===== src/rtl/pipe_shifter_pkg.sv =====
// Shared op-code encoding and shift-amount width helper for the pipelined shifter.
package pipe_shifter_pkg;

  typedef enum logic [2:0] {
    OP_SLL = 3'b000,
    OP_SRL = 3'b001,
    OP_SRA = 3'b010,
    OP_ROL = 3'b011,
    OP_ROR = 3'b100
  } shift_op_e;

  localparam int unsigned OP_W = 3;

  function automatic int unsigned shamt_width(input int unsigned width);
    return (width > 1) ? $clog2(width) : 1;
  endfunction

endpackage


===== src/rtl/pipe_shifter_layer.sv =====
// One combinational shift layer: moves data by 2**LAYER positions when shift_en is set.
module pipe_shifter_layer
  import pipe_shifter_pkg::*;
#(
  parameter int unsigned WIDTH = 32,
  parameter int unsigned LAYER = 0
) (
  input  logic [WIDTH-1:0]  data_i,
  input  logic              shift_en,
  input  logic [OP_W-1:0]   op,
  input  logic              sign,
  output logic [WIDTH-1:0]  data_o
);

  localparam int unsigned AMT = 1 << LAYER;

  always_comb begin
    data_o = data_i;
    if (shift_en) begin
      case (op)
        OP_SLL:  data_o = {data_i[WIDTH-1-AMT:0], {AMT{1'b0}}};
        OP_SRL:  data_o = {{AMT{1'b0}}, data_i[WIDTH-1:AMT]};
        OP_SRA:  data_o = {{AMT{sign}}, data_i[WIDTH-1:AMT]};
        OP_ROL:  data_o = {data_i[WIDTH-1-AMT:0], data_i[WIDTH-1:WIDTH-AMT]};
        OP_ROR:  data_o = {data_i[AMT-1:0], data_i[WIDTH-1:AMT]};
        default: data_o = data_i;
      endcase
    end
  end

endmodule


===== src/rtl/pipe_shifter.sv =====
// Pipelined barrel shifter with valid/ready handshake; shift layers are spread
// across STAGES register stages, lowest shamt bits first.
module pipe_shifter
  import pipe_shifter_pkg::*;
#(
  parameter int unsigned WIDTH  = 32,
  parameter int unsigned STAGES = 2
) (
  input  logic                          clk,
  input  logic                          rst_n,
  input  logic                          in_valid,
  output logic                          in_ready,
  input  logic [WIDTH-1:0]              in_data,
  input  logic [shamt_width(WIDTH)-1:0] in_shamt,
  input  logic [OP_W-1:0]               in_op,
  output logic                          out_valid,
  input  logic                          out_ready,
  output logic [WIDTH-1:0]              out_data,
  output logic                          out_err
);

  localparam int unsigned LW  = shamt_width(WIDTH);
  localparam int unsigned LPS = (LW + STAGES - 1) / STAGES;

  logic [STAGES-1:0]            stg_valid;
  logic [STAGES-1:0]            stg_adv;
  logic [STAGES-1:0]            stg_sign;
  logic [STAGES-1:0]            stg_err;
  logic [STAGES-1:0][WIDTH-1:0] stg_data;
  logic [STAGES-1:0][LW-1:0]    stg_shamt;
  logic [STAGES-1:0][OP_W-1:0]  stg_op;

  // A stage may load when it is empty or its contents move on this cycle.
  always_comb begin : p_advance
    logic [STAGES-1:0] adv;
    adv = '0;
    adv[STAGES-1] = !stg_valid[STAGES-1] || out_ready;
    for (int unsigned i = 1; i < STAGES; i++) begin
      adv[STAGES-1-i] = !stg_valid[STAGES-1-i] || adv[STAGES-i];
    end
    stg_adv = adv;
  end

  for (genvar s = 0; s < STAGES; s++) begin : g_stage
    localparam int unsigned LO = s * LPS;
    localparam int unsigned HI = ((s + 1) * LPS > LW) ? LW : (s + 1) * LPS;
    localparam int unsigned NL = (HI > LO) ? HI - LO : 0;
    localparam logic [LW-1:0] DONE = LW'((64'd1 << HI) - 64'd1);

    logic             src_valid;
    logic             src_sign;
    logic             src_err;
    logic [WIDTH-1:0] src_data;
    logic [LW-1:0]    src_shamt;
    logic [OP_W-1:0]  src_op;

    if (s == 0) begin : g_head
      assign src_valid = in_valid;
      assign src_data  = in_data;
      assign src_shamt = in_shamt;
      assign src_op    = in_op;
      assign src_sign  = in_data[WIDTH-1];
      assign src_err   = (in_op > OP_ROR);
    end else begin : g_body
      assign src_valid = stg_valid[s-1];
      assign src_data  = stg_data[s-1];
      assign src_shamt = stg_shamt[s-1];
      assign src_op    = stg_op[s-1];
      assign src_sign  = stg_sign[s-1];
      assign src_err   = stg_err[s-1];
    end

    logic [WIDTH-1:0] chain [NL+1];
    assign chain[0] = src_data;

    for (genvar l = 0; l < NL; l++) begin : g_layer
      pipe_shifter_layer #(
        .WIDTH (WIDTH),
        .LAYER (LO + l)
      ) u_layer (
        .data_i   (chain[l]),
        .shift_en (src_shamt[LO+l]),
        .op       (src_op),
        .sign     (src_sign),
        .data_o   (chain[l+1])
      );
    end

    logic             valid_q, valid_d;
    logic             sign_q, sign_d;
    logic             err_q, err_d;
    logic [WIDTH-1:0] data_q, data_d;
    logic [LW-1:0]    shamt_q, shamt_d;
    logic [OP_W-1:0]  op_q, op_d;

    // Consumed shamt bits are cleared so only the remaining layers' bits travel on.
    always_comb begin
      valid_d = valid_q;
      sign_d  = sign_q;
      err_d   = err_q;
      data_d  = data_q;
      shamt_d = shamt_q;
      op_d    = op_q;
      if (stg_adv[s]) begin
        valid_d = src_valid;
        sign_d  = src_sign;
        err_d   = src_err;
        data_d  = chain[NL];
        shamt_d = src_shamt & ~DONE;
        op_d    = src_op;
      end
    end

    always_ff @(posedge clk or negedge rst_n) begin
      if (!rst_n) begin
        valid_q <= 1'b0;
        sign_q  <= 1'b0;
        err_q   <= 1'b0;
        data_q  <= '0;
        shamt_q <= '0;
        op_q    <= '0;
      end else begin
        valid_q <= valid_d;
        sign_q  <= sign_d;
        err_q   <= err_d;
        data_q  <= data_d;
        shamt_q <= shamt_d;
        op_q    <= op_d;
      end
    end

    assign stg_valid[s] = valid_q;
    assign stg_sign[s]  = sign_q;
    assign stg_err[s]   = err_q;
    assign stg_data[s]  = data_q;
    assign stg_shamt[s] = shamt_q;
    assign stg_op[s]    = op_q;
  end

  assign in_ready  = stg_adv[0];
  assign out_valid = stg_valid[STAGES-1];
  assign out_data  = stg_data[STAGES-1];
  assign out_err   = stg_err[STAGES-1];

  // Last-stage control fields have no further consumer.
  logic unused_tail;
  assign unused_tail = ^{stg_shamt[STAGES-1], stg_op[STAGES-1], stg_sign[STAGES-1]};

endmodule


===== config.mk =====
export PLATFORM = sky130hd
export DESIGN_NAME = pipe_shifter
export DESIGN_NICKNAME = d
export VERILOG_FILES = /design/src/rtl/pipe_shifter_pkg.sv /design/src/rtl/pipe_shifter_layer.sv /design/src/rtl/pipe_shifter.sv
export SDC_FILE = /design/constraint.sdc
export NUM_CORES = 1
export LEC_CHECK = 0
export CORE_MARGIN = 1.5
export CORE_UTILIZATION = 55
export CTS_CLUSTER_SIZE = 20
export DETAILED_ROUTE_END_ITERATION = 8
export PLACE_DENSITY = 0.79
export SLEW_MARGIN = 20
export SYNTH_ARGS = -nofsm -noshare
export SYNTH_HDL_FRONTEND = slang
export SYNTH_HIERARCHICAL = 1
export SYNTH_SLANG_ARGS = --single-unit

===== constraint.sdc =====
create_clock -name clk -period 2.79 [get_ports clk]
set_input_delay 0.4185 -clock clk [delete_from_list [all_inputs] [get_ports clk]]
set_output_delay 0.4185 -clock clk [all_outputs]
set_load 0.05 [all_outputs]

==> Yosys cells after proc, flatten, opt, wreduce, memory -nomap -nowiden <==
Index checks and enable logic that the tools add are counted.
Widths: inputs -> output; s select.
{ "word_totals": {"output_inout_bits": 35, "wordCells": 35, "register_bits": 74} }
{ "classes": {"reduce_logical": 7, "mux": 10, "eq_ne": 8, "order_cmp": 1} }
{ "op_table": {"columns": ["operator", "n"], "rows": [
  ["$pmux 32 s5", 4],
  ["$mux 32", 5],
  ["$pmux 32 s4", 1],
  ["$eq 3x2->1 const B", 4],
  ["$eq 3x1->1 const B", 2],
  ["$eq 3x3->1 const B", 2],
  ["$logic_not 3->1", 2],
  ["$gt 3x3->1 const B", 1],
  ["$logic_not 1->1", 2],
  ["$logic_or 1x1->1", 2],
  ["$reduce_or 2->1", 1]
]} }

==> Depth between registers and ports, before layout <==
{ "depth": {"ltp_word": 7, "ltp_mapped": 12, "depth_no_buf": 9} }

==> Cells and area by module <==
Netlist, hierarchy kept.
{ "by_module_without_submodules": {"columns": ["module", "seq_area_each_um2", "instances", "cells_per_inst", "area_each_um2"], "rows": [
  ["pipe_shifter", 1851.8, 1, 160, 2934.1],
  ["pipe_shifter_layer (g_stage[0].g_layer[0].u_layer)", 0.0, 1, 171, 1119.8],
  ["pipe_shifter_layer (g_stage[1].g_layer[0].u_layer)", 0.0, 1, 161, 1109.8],
  ["pipe_shifter_layer (g_stage[0].g_layer[2].u_layer)", 0.0, 1, 163, 1097.3],
  ["pipe_shifter_layer (g_stage[0].g_layer[1].u_layer)", 0.0, 1, 164, 1087.3],
  ["pipe_shifter_layer (g_stage[1].g_layer[1].u_layer)", 0.0, 1, 79, 679.4]
]} }

==> Least setup slack after synthesis <==
OpenSTA, ideal clock, no wires.
{ "synth_timing": {"path_kind": "input to register", "startpoint": "in in_op[0]", "endpoint": "reg g_stage[0].data_q[30]", "setup_slack_ns": 0.417, "setup_ns": 0.125, "t_required_ns": 2.665, "t_arrival_ns": 2.248, "path_stages": 12, "cell_sequence": "buf_6 o21ai_2 and2_1 buf_2 buf_4 a31oi_1 o211ai_1 a31oi_1 mux2_1 a22oi_1 a31oi_1 mux2_2"} }
{ "synth_rtl": {"columns": ["item", "line_no", "rtl"], "rows": [
  ["start, declared", "pipe_shifter.sv:15", "input logic [OP_W-1:0] in_op,"],
  ["end signal, assigned", "pipe_shifter.sv:126", "data_q <= data_d;"],
  ["end, declared", "pipe_shifter.sv:92", "logic [WIDTH-1:0] data_q, data_d;"]
]} }

==> reports/results.txt <==
Status = completed
Crit Reg-Reg Startpoint = g_stage[0].op_q[0]
Num rows = 43
First-pass GRT wire length = 36300 um
Final Hold Fails = 0
Max-slew violations = 0
Die span in x = 124 um
CP Cell Sequence = xor2_4 -> o211ai_1 -> a31oi_1 -> o21ai_0 -> a2bb2oi_1 -> mux2_4
Post-Synthesis Cells = 898
Critical Path RT = 3070 ps
EDFF count, synth = 0
Number of max-cap violations = 0
Grt ovf = 0
Top FF cell, synth = dfrtp_1
Die height = 124 um
Worst setup EP type = flop
Synth area leader = dfrtp_1
CTS tree = built
CP max FO = 24
Routed Antenna Nets = 0
Pwr dens = 656 mW/mm2
Core area = 0.0140 mm2
Period utilization = 0.900
Hold_sp = out_data[1]
Wire per inst = 20.2 um
CTS buffer count = 9
Syn nets = 942
Initial antenna violation count = 0
Final RePlAce weighted congestion = 0.937
Vias in the first global route = 6806
Type of the worst setup path = flop to flop
Dpl ws = -24.5 ps
Gr usage total = 0.297
Crit path max-delay cell type = dfrtp_1
RSZ-0062 raised after global routing = false
Post-route worst setup slack = 279 ps
WHS Path Cells = 1
Root buf cell = clkbuf_16
DRT iter0 DRCs = 1229
Synth top cells by count = a31oi_1, a21oi_1, o211ai_1, nand3b_1, dfrtp_1
CP Buf/Inv Count = 0
CTS Sinks = 74
Flops & latches, synth = 74
Nets = 1003
I/O pin count = 79
CP peak stage delay = 730 ps
Post-Route WL = 23100 um
Antenna Cells = 0
YS warnings = 6
FF-to-FF End = out_data[24]
Initial Util = 0.572
Share of the synthesized area in the top cell type = 0.231
Final std cells w/o fill = 1144
Worst Tran Pin Value = 740 ps
Mean number of vias per cell = 6.89
Critical path arrival = 2790 ps
Synth cell types = 43
Hold Path Class = flop to flop
WHS = 508 ps
Die area = 0.0153 mm2
DR vias = 7880
Minimum clock period = 2510 ps
Final core occ = 0.667
Endpoints failing setup = 0
Fillers = 1123
Top Family by Delay on Critical Path = compound AO/OA/AOI/OAI gates
Slew Limit Headroom = 0.505
Port Buffers = 78
Postcts setup bufs = 0
Clk_lat worst skew = 340 ps
Cell depth of the worst flop-to-flop path = 6
Synth top area cells = dfrtp_1, o211ai_1, a31oi_1
Peak supply drop = 0.000330 V
Setup slack, reg-to-reg = 280 ps
Most common cell in the netlist = a31oi_1
Layout cell share with drive strength beyond 1 = 0.235
CP startpoint kind = flop
Leak pwr = 3.38 nW
F_max = 398 MHz
Placed wire-length estimate = 15800 um
Post-synth ARST share = 1.00
Tot Pwr = 0.00614 W
Synth Area per Inst = 8.94 um2
CP Launch Point = g_stage[0].op_q[0]
Max Root-Sink Buffers = 2
Post-Syn Area = 0.00803 mm2
Placed cells = 1127
Worst Hold End = out_data[1]
Worst Skew = 6.32 ps
Syn-to-layout area delta = 16.8%
Sequential fraction of the synthesis area = 0.231
DRC Markers = 0
Clock transition at path regs = 60 ps
Pin count of the biggest net entering global routing = 75
DRT Pass-1 Iters = 6
# H-tree levels = 3
==> where the power goes <==
| part | leakage, nW | total [W] | switching, W | internal (W) |
|---|---|---|---|---|
| registers | 0.852 | 0.00163 | 0.000275 | 0.00136 |
| logic | 2.37 | 0.00326 | 0.00183 | 0.00144 |
| clock network | 0.153 | 0.00125 | 0.000461 | 0.000786 |
==> cell usage in the layout (no fill, tap or decap), drive strengths merged, types with 10 or more instances in the layout <==
| cell | n |
|---|---|
| o211ai | 112 |
| nand2 | 15 |
| o21ai | 27 |
| buf | 97 |
| clkbuf | 10 |
| nand3b | 100 |
| dfrtp | 74 |
| clkdlybuf4s50 | 73 |
| nor2b | 17 |
| a2bb2oi | 16 |
| a21oi | 127 |
| a31oi | 128 |
| mux2 | 102 |
| a22oi | 14 |
==> cells by family (layout without fill, tap and decap cells) <==
| logic type | count (synthesis) | after routing | share of synthesized area |
|---|---|---|---|
| flops | 74 | 74 | 0.231 |
| compound gates | 431 | 431 | 0.343 |
| mux | 103 | 103 | 0.164 |
| xor+xnor | 8 | 8 | 0.0218 |
| simple gates | 159 | 159 | 0.139 |
| buf+inv | 123 | 189 | 0.101 |
==> routing by layer <==
layer,vias to the layer above,part of all wire,track usage
li1,3655,-,-
met1,3720,0.43,0.419
met2,456,0.46,0.465
met3,49,0.089,0.0540
met4,0,0.023,0.0841
met5,-,0,0
==> worst max path at each step <==
| stage | to | slack [ps] | cells past startpoint |
|---|---|---|---|
| 6_report | out_data[24] | 280 | 6 |
| 5_1_grt | g_stage[0].data_q[26] | 120 | 11 |
| 2_1_floorplan | g_stage[0].data_q[30] | 420 | 12 |
| 3_3_place_gp | g_stage[0].data_q[30] | 30 | 11 |
| 4_1_cts | g_stage[0].data_q[30] | 310 | 11 |
| 3_5_place_dp | g_stage[0].data_q[30] | -20 | 11 |
==> registers in the layout, summed over array words and instances, names as in the netlist <==
name	flops
g_stage.op_q	3
g_stage.err_q	1
out_valid	1
out_err	1
g_stage.sign_q	1
g_stage.data_q	32
g_stage.valid_q	1
g_stage.shamt_q	2
out_data	32
==> layout make-up <==
cell class,count,area (um2),area share
Tap cell,180,225,0.0240
Timing Repair Buffer,171,1600,0.171
Clock buffer,10,229,0.0244
Inverter,2,7.51,0.000801
Sequential cell,74,1850,0.198
Multi-Input combinational cell,701,5370,0.573
Clock inverter,6,90.1,0.00961
==> per-stage QoR <==
step                TNS, ps  instance area [um2]
floorplan                 0                 8030
global placement          0                 9040
detailed placement    -42.3                 9040
CTS                       0                 9370
global route              0                 9370
finish                    0                 9370
==> repair_timing <==
| item | CTS | global route |
|---|---|---|
| hold endpoints to repair | 15 | 0 |
| resized for setup | 0 | 0 |
| hold buffers | 1 | 0 |
No activity file was read; power rests on OpenSTA's default activity.
==> RTL change 1: new RTL, config.mk and constraints unchanged <==
Register the output `out_err`, with the module's reset; this adds one clock of latency there. The other outputs are not delayed to match.
--- a/src/rtl/pipe_shifter.sv
+++ b/src/rtl/pipe_shifter.sv
@@ -140,7 +140,13 @@
   assign in_ready  = stg_adv[0];
   assign out_valid = stg_valid[STAGES-1];
   assign out_data  = stg_data[STAGES-1];
-  assign out_err   = stg_err[STAGES-1];
+  always_ff @(posedge clk or negedge rst_n) begin
+    if (!rst_n) begin
+      out_err <= '0;
+    end else begin
+      out_err <= stg_err[STAGES-1];
+    end
+  end
 
   // Last-stage control fields have no further consumer.
   logic unused_tail;
Formal check against the unedited RTL: not equivalent (a bounded check fails within 4 cycles, from zero or initial values and one cycle with rst_n low).
==> RTL change 1 against the unedited design <==
- synthesized area increased by 0.31%
- total power down 0.62%
- via count shrank 0.98%
- clock skew fell by 0.0018 ns
- count of clock-buffer cells in the layout decreased by 1
- sequential cell count up 1
- routed wire length shrank 1.4%
- design area shrank 0.24%
- worst setup slack lost 0.034 ns
- non-clock buffer count fell by 9
- first-iteration DRC count shrank 26%
- final cell count down 0.35%
- critical endpoint is now g_stage[0].data_q[17]
==> RTL change 1: results (changes against the unedited design) <==
| Metric | Value |
|---|---|
| Outcome | `completed` |
| Final routed wire length divided by cell count | `19.98 um (-1.0%)` |
| Highest fanout seen on the critical path | `18 (-25%)` |
| Clock root buffer master | `sky130_fd_sc_hd__clkbuf_16` |
| Global-route wire length before repair | `36820 um (+1.3%)` |
| Commonest cells in the netlist | `sky130_fd_sc_hd__a31oi_1, sky130_fd_sc_hd__a21oi_1, sky130_fd_sc_hd__o211ai_1` |
| Fraction of registers with async set or reset after synthesis | `1.000 (unchanged)` |
| Crit path DAT | `2.83 ns (+0.04 ns)` |
| HP Class | `input pin to asynchronous set/reset pin` |
| Adder-Cell Fraction of Synth Area | `0 (unchanged)` |
| Post CTS Setup Buffer Count | `0 (unchanged)` |
| Register-to-register path setup slack | `0.25 ns (-0.03 ns)` |
| GR Layer Usage met2 | `0.4855 (+0.02072)` |
| Final setup skew | `0.004470 ns (-0.001848 ns)` |
| Post-cts repair resize count | `0 (unchanged)` |
| Reg2Reg Capture Point | `out_data[31]` |
| Drt first-iter violations | `908 (-26%)` |
| Pre-antenna DRT Iters | `6 (unchanged)` |
| Leakage power of the design | `0.003354 uW (-0.69%)` |
| Antenna violations before repair | `0 (unchanged)` |
| Clock-pin slew on the worst setup and hold paths | `0.06 ns (about the same)` |
| Met3 Track Usage GR | `0.04167 (-0.01236)` |
| GR Layer Usage met1 | `0.3981 (-0.02101)` |
| Fin crit share | `0.9124 (+0.01236)` |
| Worst IR Drop VDD | `299.2 uV (-9.5%)` |
| End point of the critical path | `g_stage[0].data_q[17]` |
| Share of synthesized area spent on multiplexers | `0.1639 (-0.0005110)` |
| Number of levels the H-tree was split into | `3 (unchanged)` |
| Headroom to the max-slew limit | `0.3824 (-0.1223)` |
| Maximum number of pins on one net before global-route repair | `76 (+1.3%)` |
| Share of synthesized area occupied by flip-flops and latches | `0.2331 (+0.002391)` |
| Clock insertion delay at the later pin of the skew report | `around 0.35 ns` |
| Layout cells sized above 1 | `0.2301 (-0.005352)` |
| Worst-case setup slack after placement | `-0.03034 ns (-0.005877 ns)` |
| Critical path origin | `in_shamt[0]` |
| Beginning of the worst register-to-register path | `g_stage[0].op_q[2]` |
| Global-route usage over all layers | `0.2988 (+0.001849)` |
| Synth area leaders | `sky130_fd_sc_hd__dfrtp_1, sky130_fd_sc_hd__o211ai_1, sky130_fd_sc_hd__a31oi_1` |
| Post-Synth XOR/XNOR Area | `0.02175 (-0.00006781)` |
| Syn nets | `943 (+0.11%)` |
| Detailed-route vias per instance | `6.845 (-0.63%)` |
| Initial cell density of the core | `0.5583 (-0.01339)` |
| Total half-perimeter wirelength after legalization and detailed placement | `15500 um (-1.9%)` |
| Largest area contributor in the synthesized netlist | `sky130_fd_sc_hd__dfrtp_1` |
| Placer congestion estimate | `0.9478 (+1.2%)` |
| Net count, final | `995 (-0.80%)` |
| Fin Hold WS | `0.2065 ns (-0.3016 ns)` |
| Via count of the first global-routing pass | `7200 (+5.8%)` |
| Compound-gate portion of the synthesized area | `0.3417 (-0.001065)` |
[RTL change 1: logic make-up (layout without fill, tap and decap cells)]
family          count (synthesis)  after routing
compound gates                431            431
simple gates                  159            159
buf+inv                       123            180
mux                           103            103
flops                          75             75
xor+xnor                        8              8
[RTL change 1: worst max-delay path: stages]
cell and delay, ns:
sky130_fd_sc_hd__clkdlybuf4s50_1 0.50, sky130_fd_sc_hd__buf_4 0.24, sky130_fd_sc_hd__a21oi_1 0.09, sky130_fd_sc_hd__a31oi_1 0.33, sky130_fd_sc_hd__buf_4 0.19, sky130_fd_sc_hd__nand3b_1 0.07, sky130_fd_sc_hd__a31oi_1 0.38, sky130_fd_sc_hd__o211ai_1 0.15
sky130_fd_sc_hd__a31oi_1 0.27, sky130_fd_sc_hd__mux2_2 0.20
[RTL change 1: cell type report]
| class | count | area [um^2] |
|---|---|---|
| repair buffers | 162 | 1556 |
| multi-input cells | 701 | 5370 |
| fillers | 1217 | 5074 |
| clock buffers | 9 | 225.2 |
| clock inverters | 7 | 83.83 |
| flip-flops and latches | 75 | 1877 |
| inverters | 2 | 7.507 |
| well taps | 184 | 230.2 |
[RTL change 1: routing by layer]
metal	routed length [um]	vias up
li1	-	3647
met1	9679	3698
met2	10810	392
met3	1496	66
met4	790	0
met5	0	-
[RTL change 1: metrics by stage]
stage                     utilization  cells  cell area [um^2]  total power (uW)
final                          0.6482   1140              9350              6106
after global routing           0.6482   1140              9350              6439
after CTS                      0.6482   1140              9350              6090
after detailed placement       0.6268   1124              9041              4866
after global placement         0.6268   1124              9041              4800
after floorplan                     -    899              8053              3923
[RTL change 1: where the power goes]
group | internal [uW] | switching (uW)
Sequential | 1370 | 267
Clock | 708 | 511
Combinational | 1440 | 1810
Total | 3520 | 2590
==> RTL change 2: new RTL, same flow settings <==
Without the edit above. The package constant `OP_W` goes from 3 to 6.
--- a/src/rtl/pipe_shifter_pkg.sv
+++ b/src/rtl/pipe_shifter_pkg.sv
@@ -9,7 +9,7 @@
     OP_ROR = 3'b100
   } shift_op_e;
 
-  localparam int unsigned OP_W = 3;
+  localparam int unsigned OP_W = 6;
 
   function automatic int unsigned shamt_width(input int unsigned width);
     return (width > 1) ? $clog2(width) : 1;
Ports: changed (resized in_op); port bits go from 79 to 82. The function was not compared with the original's and may differ.
==> RTL change 2 against the unedited design <==
- sequential power decreased by 6%
- critical path type is now input pin to flip-flop
- non-clock buffer count increased by 12
- worst setup slack got worse by 0.23 ns
- sequential cell count is 3 higher
- register-to-register slack lost 0.12 ns
- critical endpoint is now g_stage[0].data_q[18]
- routed wire length increased by 3.4%
- global-route usage grew 2.2 points
- total power fell by 17%
- design area up 2.9%
- first-iteration DRC count up 1.6%
- synthesized area is 6.2% lower
==> RTL change 2: results (changes against the unedited design) <==
| Metric | Value |
|---|---|
| Outcome | `completed` |
| Placer congestion estimate | `0.9132 (-2.5%)` |
| Layout cells sized above 1 | `0.3250 (+0.08952)` |
| Global-route usage over all layers | `0.3191 (+0.02220)` |
| Highest fanout seen on the critical path | `6 (-75%)` |
| Syn nets | `909 (-3.5%)` |
| Worst-case setup slack after placement | `-0.5778 ns (-0.5534 ns)` |
| Global-route wire length before repair | `36950 um (+1.7%)` |
| Count of placed standard cells including taps | `1099 (-2.5%)` |
| Register-to-register path setup slack | `0.16 ns (-0.12 ns)` |
| Leakage power of the design | `0.003566 uW (+5.6%)` |
| Share of synthesized area occupied by flip-flops and latches | `0.2558 (+0.02514)` |
| Number of levels the H-tree was split into | `3 (unchanged)` |
| Wire length on met1 | `9389 um (-5.4%)` |
| Maximum number of pins on one net before global-route repair | `78 (+4.0%)` |
| Detailed-routed wire length on met3 | `1962 um (-4.6%)` |
| Crit path DAT | `3.03 ns (+0.24 ns)` |
| Most repeated cell in the gate-level netlist after synthesis | `sky130_fd_sc_hd__a21oi_1` |
| Pre-antenna DRT Iters | `7 (+1)` |
| Max Used Layer | `met4` |
| Most common flop cell mapped by yosys | `sky130_fd_sc_hd__dfrtp_1` |
| Synth area leaders | `sky130_fd_sc_hd__dfrtp_1, sky130_fd_sc_hd__mux2_4, sky130_fd_sc_hd__a22oi_1` |
| Max clock buf depth | `2 (unchanged)` |
| Via count of the first global-routing pass | `7027 (+3.2%)` |
| Clock-pin slew on the worst setup and hold paths | `0.06 ns (about the same)` |
| Drt first-iter violations | `1249 (+1.6%)` |
| Longest individual stage delay on the worst path | `0.43 ns (-0.30 ns)` |
| Number of distinct library cells after synthesis | `57 (+33%)` |
| Detailed-route vias per instance | `7.022 (+1.9%)` |
| Vias post-DR | `7977 (+1.2%)` |
| Total wirelength of the detailed-routed design | `23890 um (+3.4%)` |
| Antenna cell count | `0 (unchanged)` |
| Layout overhead on the synthesized area | `28.04%` |
| Top delay family on crit path | `compound AO/OA/AOI/OAI gates` |
| Total half-perimeter wirelength after legalization and detailed placement | `16010 um (+1.4%)` |
| Cts bufs inserted | `9 (unchanged)` |
| Fin crit share | `0.9834 (+0.08334)` |
| Net count, final | `1002 (-0.10%)` |
| Slowest cell on crit path | `sky130_fd_sc_hd__or3_4` |
| Worst-margin pin slew | `1.095 ns (+0.3548 ns)` |
| Met2 wire len | `11560 um (+9.3%)` |
| Commonest cells in the netlist | `sky130_fd_sc_hd__a21oi_1, sky130_fd_sc_hd__nor2_1, sky130_fd_sc_hd__a22oi_1` |
| Number of warnings reported in the yosys synthesis log | `6 (unchanged)` |
| Worst IR Drop VDD | `382.3 uV (+16%)` |
| Fraction of registers with async set or reset after synthesis | `1.000 (unchanged)` |
| Cells after Synth | `862 (-4.0%)` |
| Clock root buffer master | `sky130_fd_sc_hd__clkbuf_16` |
| Count of buffers inserted at the top-level ports | `81 (+3.8%)` |
| Switching fraction of total power | `0.3988 (-0.01835)` |
| Final setup skew | `0.008337 ns (+0.002020 ns)` |
| HP Class | `input pin to asynchronous set/reset pin` |
RTL change 2: cell count changes after synthesis, sizes merged, moves of 15 or more:
cell and delta:
nand3b -99, o211ai -95, nor2 +92, a22oi +81, a31oi -80, nand3 +46, nand4 +33, o2111ai +30
mux2 -26, o21ai -20, buf -19, a2bb2oi -16, nand4b +16, a21oi +15
RTL change 2: layout make-up:
cell class | instances | area, um^2
inverter | 1 | 3.754
clock inverter | 7 | 96.34
multi-input combinational | 683 | 5348
timing repair buffer | 183 | 1824
tap | 176 | 220.2
fill | 928 | 3651
clock buffer | 9 | 225.2
sequential | 77 | 1927
RTL change 2: worst paths after layout:
check                                   start                    end  cells after the start
min reg2reg                      out_data[28]           out_data[28]                      1
min in group clk                 out_data[28]           out_data[28]                      1
min                                     rst_n   g_stage[0].data_q[7]                      1
max                                  in_op[5]  g_stage[0].data_q[18]                     14
max reg2reg                g_stage[0].op_q[5]           out_data[31]                      8
max in group asynchronous               rst_n                out_err                      2
RTL change 2: worst register-to-register path: cells and delay by family (launching register included):
kind            cells  cell delay [ns]
buf+inv             1             0.23
simple gates        2             0.83
flops               1             0.45
compound gates      4             0.84
mux                 1             0.22
RTL change 2: power by group through the flow:
stage | logic (uW) | registers, uW | clock network, uW
3_3_place_gp | 2120 | 1530 | 0
4_1_cts | 2200 | 1530 | 1290
6_report | 2290 | 1540 | 1280
2_1_floorplan | 1040 | 1950 | 0
3_5_place_dp | 2170 | 1550 | 0
5_1_grt | 2400 | 1560 | 1340
RTL change 2: cell families (layout without fill, tap and decap cells):
kind of cell / after synthesis / count (layout) / share of synthesized area
AOI/OAI and AO/OA: 349 / 349 / 0.3178
DFF: 77 / 77 / 0.2558
buffers and inverters: 102 / 200 / 0.08522
muxes: 76 / 76 / 0.1465
and+or+nand+nor: 253 / 253 / 0.1879
xor gates and xnor gates: 5 / 5 / 0.006812
RTL change 2: stage by stage:
step | instance area, um^2 | hold slack, ns
5_1_grt | 9644 | 0.07766
6_report | 9644 | 0.04321
2_1_floorplan | 7532 | 0.1229
4_1_cts | 9346 | 0.2815
3_3_place_gp | 8773 | 0.4910
3_5_place_dp | 8773 | 0.4977
RTL change 2: per-layer routing:
metal | GRT usage | up-vias
li1 | - | 3550
met3 | 0.04373 | 102
met1 | 0.4226 | 3794
met2 | 0.5164 | 531
met4 | 0.1481 | 0
met5 | 0 | -
RTL change 2: repair_timing:
| item | CTS | global route |
|---|---|---|
| pin swaps | 30 | 61 |
| buffers inserted | 7 | 14 |
| gates cloned | 4 | 0 |
| setup endpoints to repair | 29 | 32 |
| resized for setup | 22 | 56 |
